===== src/rtl/rs232_pkg.sv =====
// Shared RS232 definitions: capture FSM encoding and default buffer depth.
// Used by both the receive and transmit buffers.
package rs232_pkg;

    localparam logic [0:0] ST_IDLE = 1'b0;
    localparam logic [0:0] ST_WAIT = 1'b1;

    localparam int DEFAULT_DEPTH = 16;

endpackage


===== src/rtl/rs232_rx_fifo_if.sv =====
// Bundle between the receive buffer, the RS232 byte receiver and the CPU I/O decoder.
// The slave modport is the buffer; the master modport is the receiver and CPU side.
interface rs232_rx_fifo_if
    import rs232_pkg::*;
#(
    parameter int AW = $clog2(DEFAULT_DEPTH)
);
    logic          rx_rdy;
    logic [7:0]    rx_data;
    logic          rx_done;
    logic          rd;
    logic [7:0]    rd_data;
    logic          empty;
    logic          full;
    logic [AW:0]   count;
    logic          ovr;
    logic          ovr_clr;

    modport slave (
        input  rx_rdy, rx_data, rd, ovr_clr,
        output rx_done, rd_data, empty, full, count, ovr
    );

    modport master (
        output rx_rdy, rx_data, rd, ovr_clr,
        input  rx_done, rd_data, empty, full, count, ovr
    );
endinterface


===== src/rtl/rs232_fifo_mem.sv =====
// DEPTH x 8 register file: synchronous write, asynchronous read.
// Contents are deliberately not reset.
module rs232_fifo_mem
    import rs232_pkg::*;
#(
    parameter int DEPTH = DEFAULT_DEPTH,
    parameter int AW    = $clog2(DEPTH)
) (
    input  logic          clk,
    input  logic          we,
    input  logic [AW-1:0] waddr,
    input  logic [7:0]    wdata,
    input  logic [AW-1:0] raddr,
    output logic [7:0]    rdata
);
    logic [7:0] mem [DEPTH];

    // Store one byte per accepted write
    always_ff @(posedge clk) begin
        if (we) begin
            mem[waddr] <= wdata;
        end
    end

    assign rdata = mem[raddr];
endmodule


===== src/rtl/rs232_rx_fifo.sv =====
// RS232 receive buffer: acknowledges receiver bytes and queues them in a FIFO
// read by the CPU with show-ahead data, fill count and sticky overrun.
module rs232_rx_fifo
    import rs232_pkg::*;
#(
    parameter int DEPTH = DEFAULT_DEPTH,
    parameter int AW    = $clog2(DEPTH)
) (
    input  logic           clk,
    input  logic           rst,
    rs232_rx_fifo_if.slave bus
);
    localparam logic [AW:0] FULL_CNT = (AW+1)'(DEPTH);

    logic [0:0]    state;
    logic          done_q;
    logic          ovr_q;
    logic [AW-1:0] wptr;
    logic [AW-1:0] rptr;
    logic [AW:0]   cnt;
    logic [7:0]    head;
    logic          capture;
    logic          pop;
    logic          wr;
    logic          drop;

    // Capture happens once per rdy assertion; a full FIFO only accepts
    // when a pop frees a slot in the same cycle
    assign capture = (state == ST_IDLE) && bus.rx_rdy;
    assign pop     = bus.rd && (cnt != '0);
    assign wr      = capture && ((cnt != FULL_CNT) || pop);
    assign drop    = capture && !wr;

    // Capture FSM and registered one-cycle acknowledge
    always_ff @(posedge clk or posedge rst) begin
        if (rst) begin
            state  <= ST_IDLE;
            done_q <= 1'b0;
        end else begin
            done_q <= capture;
            unique case (state)
                ST_IDLE: if (bus.rx_rdy)  state <= ST_WAIT;
                ST_WAIT: if (!bus.rx_rdy) state <= ST_IDLE;
                default: state <= ST_IDLE;
            endcase
        end
    end

    // Pointers wrap silently; the count alone tells full from empty
    always_ff @(posedge clk or posedge rst) begin
        if (rst) begin
            wptr <= '0;
            rptr <= '0;
        end else begin
            if (wr)  wptr <= wptr + 1'b1;
            if (pop) rptr <= rptr + 1'b1;
        end
    end

    // Fill count: net change of write and pop
    always_ff @(posedge clk or posedge rst) begin
        if (rst) begin
            cnt <= '0;
        end else if (wr && !pop) begin
            cnt <= cnt + 1'b1;
        end else if (pop && !wr) begin
            cnt <= cnt - 1'b1;
        end
    end

    // Sticky overrun; a drop wins over a simultaneous clear
    always_ff @(posedge clk or posedge rst) begin
        if (rst) begin
            ovr_q <= 1'b0;
        end else if (drop) begin
            ovr_q <= 1'b1;
        end else if (bus.ovr_clr) begin
            ovr_q <= 1'b0;
        end
    end

    rs232_fifo_mem #(
        .DEPTH (DEPTH),
        .AW    (AW)
    ) u_mem (
        .clk   (clk),
        .we    (wr),
        .waddr (wptr),
        .wdata (bus.rx_data),
        .raddr (rptr),
        .rdata (head)
    );

    assign bus.rx_done = done_q;
    assign bus.count   = cnt;
    assign bus.empty   = (cnt == '0);
    assign bus.full    = (cnt == FULL_CNT);
    assign bus.ovr     = ovr_q;
    assign bus.rd_data = (cnt == '0) ? 8'h00 : head;
endmodule

===== src/flat_wrapper.sv =====
// flat-port wrapper written by rule: the top's interface ports become plain ports
module rs232_rx_fifo_flat import rs232_pkg::*;
#(
    parameter int DEPTH = DEFAULT_DEPTH,
    parameter int AW    = $clog2(DEPTH)
)
  (clk, rst, bus_rx_rdy, bus_rx_data, bus_rd, bus_ovr_clr, bus_rx_done, bus_rd_data, bus_empty, bus_full, bus_count, bus_ovr);
  rs232_rx_fifo_if #(.AW(AW)) bus_i ();
  input  logic clk;
  input  logic rst;
  input wire logic [$bits(bus_i.rx_rdy)-1:0] bus_rx_rdy;
  input wire logic [$bits(bus_i.rx_data)-1:0] bus_rx_data;
  input wire logic [$bits(bus_i.rd)-1:0] bus_rd;
  input wire logic [$bits(bus_i.ovr_clr)-1:0] bus_ovr_clr;
  output wire logic [$bits(bus_i.rx_done)-1:0] bus_rx_done;
  output wire logic [$bits(bus_i.rd_data)-1:0] bus_rd_data;
  output wire logic [$bits(bus_i.empty)-1:0] bus_empty;
  output wire logic [$bits(bus_i.full)-1:0] bus_full;
  output wire logic [$bits(bus_i.count)-1:0] bus_count;
  output wire logic [$bits(bus_i.ovr)-1:0] bus_ovr;
  assign bus_i.rx_rdy = bus_rx_rdy;
  assign bus_i.rx_data = bus_rx_data;
  assign bus_i.rd = bus_rd;
  assign bus_i.ovr_clr = bus_ovr_clr;
  assign bus_rx_done = bus_i.rx_done;
  assign bus_rd_data = bus_i.rd_data;
  assign bus_empty = bus_i.empty;
  assign bus_full = bus_i.full;
  assign bus_count = bus_i.count;
  assign bus_ovr = bus_i.ovr;
  rs232_rx_fifo #(.DEPTH(DEPTH), .AW(AW)) u_core (.clk(clk), .rst(rst), .bus(bus_i));
endmodule

===== config.mk =====
export PLATFORM = sky130hd
export DESIGN_NAME = rs232_rx_fifo_flat
export DESIGN_NICKNAME = d
export VERILOG_FILES = /design/src/rtl/rs232_pkg.sv /design/src/rtl/rs232_rx_fifo_if.sv /design/src/rtl/rs232_fifo_mem.sv /design/src/rtl/rs232_rx_fifo.sv /design/src/flat_wrapper.sv
export SDC_FILE = /design/constraint.sdc
export NUM_CORES = 1
export LEC_CHECK = 0
export ABC_CLOCK_PERIOD_IN_PS = 7240
export BUFFER_PORTS_ARGS = -buffer_cell sky130_fd_sc_hd__clkbuf_2
export CORE_ASPECT_RATIO = 0.5
export CORE_UTILIZATION = 47
export CTS_CLUSTER_SIZE = 16
export DETAILED_ROUTE_END_ITERATION = 10
export REMOVE_ABC_BUFFERS = 1
export SETUP_SLACK_MARGIN = 0.3
export SLEW_MARGIN = 20
export SYNTH_ARGS = -nofsm -noshare
export SYNTH_HDL_FRONTEND = slang
export SYNTH_HIERARCHICAL = 1
export SYNTH_SLANG_ARGS = --single-unit

===== constraint.sdc =====
create_clock -name clk -period 7.24 [get_ports clk]
set_clock_uncertainty 0.15 [all_clocks]
set_input_delay 1.086 -clock clk [delete_from_list [all_inputs] [get_ports clk]]
set_output_delay 1.086 -clock clk [all_outputs]
set_load 0.01 [all_outputs]

; ---- Word level (Yosys, flattened, before mapping)
; Memories as Yosys holds them, arrays and structs flattened.
; Cells that the tools add are included.
[op_classes]
n_addsub = 4
n_reduce_logical = 13
muxes = 8
eq_ne = 2
bitwise_logic = 1
[ops]
columns = op, count
row1 = 2-to-1 mux 5 bit, 2
row2 = adder 4 x 1 -> 4 bit (second input constant), 2
row3 = 2-to-1 mux 8 bit, 1
row4 = logical AND 1 bit, 6
row5 = adder 5 x 1 -> 5 bit (second input constant), 1
row6 = equality test 5 bit (second input constant), 1
row7 = logical NOT 5 bit, 1
row8 = 2-to-1 mux 1 bit, 5
row9 = inequality test 5 bit (second input constant), 1
row10 = nonzero test 5 bit, 1
row11 = subtractor 5 x 1 -> 5 bit (second input constant), 1
row12 = nonzero test 2 bit, 2
row13 = logical NOT 1 bit, 2
row14 = logical OR 1 bit, 1
row15 = NOT 1 bit, 1
[totals]
ram_bits = 128
ff_bits = 16
output_inout_bits = 17
memories = 1
wordCells = 35
in_bits = 13
[memory_table]
columns = name, depth, width, rd, rd_ports_with_merged_regs, write_ports, line
row1 = u_core.u_mem.mem, 16, 8, 1, 0, 1, rs232_fifo_mem.sv:16  ; logic [7:0] mem [DEPTH];

; ---- Longest topological paths before layout
[depth]
depth_word = 8
depth_mapped = 10
mapped_depth_nobuf = 10

; ---- Modules after synthesis
; The synthesis kept the hierarchy.
[by_module_without_submodules]
columns = module, seq_area_each_um2, area_per_inst_um2, cells_each, n_inst
row1 = rs232_fifo_mem, 3843.7, 4987.3, 221, 1
row2 = rs232_rx_fifo, 400.4, 848.3, 74, 1

; ---- Worst setup path before layout
; OpenSTA, ideal clock, no wires.
[synth_path]
kind = input -> register
startpoint = input port bus_rd
endpoint = memory u_core.u_mem.mem[0][0] (enable)
stages = 4
setup_slack_ns = 3.971
arrival_ns = 2.735
required_ns = 6.707
cell_sequence = inv_2 -> a311oi_2 -> or3b_2 -> nor3_1
[synth_via]
elab_chain_len = 5
[synth_rtl]
columns = item, line
row1 = from (decl), flat_wrapper.sv:13  ; input wire logic [$bits(bus_i.rd)-1:0] bus_rd;
row2 = logical AND 1 bit, rs232_rx_fifo.sv:30  ; assign pop = bus.rd && (cnt != '0);
row3 = logical OR 1 bit, rs232_rx_fifo.sv:31  ; assign wr = capture && ((cnt != FULL_CNT) || pop);
row4 = logical AND 1 bit, rs232_rx_fifo.sv:31
row5 = via u_core.wr, rs232_rx_fifo.sv:24  ; logic wr;
row6 = 2-to-1 mux 1 bit, rs232_fifo_mem.sv:20  ; if (we) begin
row7 = 2-to-1 mux 1 bit (not written as such), rs232_fifo_mem.sv:21  ; mem[waddr] <= wdata;
row8 = to (decl), rs232_fifo_mem.sv:16
; The timed path passes the listed nets, and every way through them passes these cells.

; ---- Final worst setup path
[layout_path]
startpoint = register u_core.rptr[0]
endpoint = output port bus_rd_data[4]
[layout_via]
elab_chain_len = 2
[layout_rtl]
columns = item, line
row1 = from (decl), rs232_rx_fifo.sv:19  ; logic [AW-1:0] rptr;
row2 = from (signal assigned), rs232_rx_fifo.sv:56  ; if (pop) rptr <= rptr + 1'b1;
row3 = memory (16 x 8 bit), -
row4 = via u_core.head[4], rs232_rx_fifo.sv:21  ; logic [7:0] head;
row5 = 2-to-1 mux 8 bit, rs232_rx_fifo.sv:99  ; assign bus.rd_data = (cnt == '0) ? 8'h00 : head;
row6 = to (decl), flat_wrapper.sv:16  ; output wire logic [$bits(bus_i.rd_data)-1:0] bus_rd_data;
; The timed path passes the listed nets, and every way through them passes these cells.

==> key figures <==
Outcome
  – Outcome: complete, no violations

CTS
  – Clock slew at reported path FFs: 0.06 ns
  – Clock latency on the worst-skew pair: 0.40 ns
  – # clock sinks: 144
  – Post-CTS Resized: 0
  – Total CTS buffers: 17
  – CTS Hold Buffers Added: 0
  – CTS tree: done
  – H-tree depth: 4
  – CTS Root Cell: clkbuf_16
  – Setup bufs post-CTS: 0
  – Clock Path Buffers: 2

Cells and area
  – Inserted Diodes: 0
  – Final Non-Filler Cells: 512
  – Share of cells above drive strength 1: 25.65%
  – Area growth, synth to finish: 14.56%
  – Final #Nets: 354

Timing
  – Minimum clock period: 3.839 ns
  – Peak Freq: 0.2605 GHz
  – Tightest Pin Transition: 1.007 ns
  – Final hold vios: 0
  – Max transition margin: 32.62%
  – Final period util: 53.02%
  – Hold WS: 0.3060 ns
  – Final slew viol count: 0
  – TNS Setup: 0 ns
  – Number of setup violations in the final report: 0
  – Setup ws final: 3.401 ns
  – Unrepaired setup endpoints after global routing: false

Power and ir drop
  – Maximum vdd drop: 0.1484 mV
  – Leak: 0.002311 uW
  – Pwr Density: 388.7 mW/mm^2

Worst setup path
  – Crit path cell chain: mux4_2 -> a22oi_1 -> nand2_1 -> nor2b_1 -> clkbuf_2
  – CP top delay family: flip-flops
  – Worst r2r path cells: 10
  – Bufs and invs on worst path: 1
  – Crit-path slowest cell: dfrtp_4
  – Worst-path maximum fanout: 35
  – Crit Path Category: reg -> out
  – WP data required: 6.00 ns
  – Worst stage delay on the critical path: 0.85 ns
  – Crit start category: flip-flop
  – Crit end category: output port
  – WP data arrival: 2.60 ns
  – Levels on crit path: 5

Global routing
  – Vias in the first global route: 2872
  – Total GRT Usage: 18.48%
  – GRT Residual Overflow: 0
  – First-pass GRT wire length: 16750 um
  – Antenna violations before repair: 0
  – Largest net degree at the start of global routing: 36

Synth
  – Top-area cell type share of the netlist area: 65.87%
  – Leading area contributor after synthesis: edfxtp_1
  – Synth area leaders: edfxtp_1 66%, mux4_2 6.9%, dfrtp_1 6.9%
  – Synth cell count leaders: 128 x edfxtp_1, 18 x mux4_2, 16 x a22oi_1, 16 x dfrtp_1, 15 x nor2_1
  – Yosys cell types: 37
  – Yosys Warn Count: 6
  – Ys async rst share: 11.11%
  – Synthesized cell area: 0.005836 mm^2
  – Synthesis-stage register bit count: 144
  – Number of synthesized flops with an enable pin: 128
  – Post-Syn Instances: 295
  – Count leader, synth: edfxtp_1
  – Mapped Avg Cell Area: 19.78 um^2
  – Seq/Total Area, Yosys: 72.73%
  – Dominant synthesized flop cell: edfxtp_1

Worst hold path
  – Min-Delay Path Class: reg -> reg
  – Hold Path Depth: 1

Die
  – Initial Util: 48.85%
  – Row count: 28
  – IO Pins: 30
  – Die W: 159.6 um
  – Core Region: 0.01195 mm^2
  – Die H: 80.79 um
  – DIE AREA: 0.01289 mm^2

Route
  – WL/cell: 21.70 um
  – Initial DRC count: 276
  – Final ANT Viol Nets: 0
  – DRC Markers: 0
  – TritonRoute pass-1 iters: 4
  – Via/cell ratio: 5.602
  – WL final: 11110 um
  – Via count: 2868

Place
  – Pre-CTS setup slack: 3.266 ns
  – DP Wirelength: 7086 um
  – Final RePlAce weighted congestion: 0.7647
  – Dpl cells: 480
  – Port Buffer Count: 29

Run
  – Max-cap viol count: 0
-- state kept, by name (all words and copies together), names as in the netlist --
register            flops
u_core/bus.count        5
u_core/bus.ovr          1
u_core/bus.rx_done      1
u_core/rptr             4
u_core/state            1
u_core/u_mem/mem      128
u_core/wptr             4
-- power by group --
group / switching, uW / internal, uW
clock network: 316 / 499
logic: 298 / 338
registers: 161 / 985
total: 776 / 1820
-- through the flow --
stage	utilization [%]	area, um^2	total power [uW]
2_1_floorplan	-	5742	1565
3_5_place_dp	51.19	6116	1805
3_3_place_gp	51.15	6111	1787
4_1_cts	55.90	6678	2624
6_report	55.96	6685	2598
5_1_grt	55.96	6685	2721
-- cell usage in the layout, fill, tap and decap left out, drive strengths merged, types with 4 or more instances in the layout --
master	n
nor2b	9
xnor2	6
a22oi	16
mux4	32
edfxtp	128
nand2	13
nor3	5
ha	6
clkinvlp	4
clkbuf	52
xor2	4
inv	6
nor2	15
dfrtp	16
-- worst register-to-register path: stages (launching register included) --
cell	delay (ns)
dfrtp_1	0.45
nor4_2	0.45
and2b_1	0.49
nand2b_4	0.24
ha_1	0.14
inv_1	0.11
ha_1	0.35
a21oi_1	0.23
and3_1	0.18
o21bai_1	0.07
xnor2_1	0.12
-- area by class of cell --
type	count	area, um^2
Clock inverter	9	83.83
Fill cell	917	5261
Inverter	5	18.77
Tap cell	165	206.4
Sequential cell	144	4249
Multi-Input combinational cell	135	1489
Clock buffer	23	478.0
Timing Repair Buffer	31	160.2
-- metal layers --
layer	global-route usage, %	up-vias	part of all wire (%)
met4	5.000	0	0.41
met1	26.11	1509	48
met5	0	-	0
met2	28.17	80	46
met3	5.618	4	6.1
li1	-	1275	-
-- cell families after synthesis --
family / Yosys count / synth area share [%]
XOR/XNOR: 10 / 1.501
buffers and inverters: 16 / 1.929
AND/OR/NAND/NOR: 58 / 5.210
AO/OA/AOI/OAI: 25 / 3.173
adder cells (fa/ha/maj): 7 / 1.629
flip-flops: 144 / 72.73
multiplexers: 35 / 13.83
-- final timing paths --
check,start,endpoint,slack [ns]
setup / recovery,u_core/rptr[0],bus_rd_data[4],3.40
hold / removal,u_core/state,u_core/bus.rx_done,0.31
setup reg to reg,u_core/bus.count[0],u_core/bus.count[4],4.14
hold reg to reg,u_core/state,u_core/bus.rx_done,0.31
max in group asynchronous,rst,u_core/rptr[0],5.85
min in group asynchronous,rst,u_core/bus.count[4],0.60
Note: power is estimated with default switching activity, not from simulation.
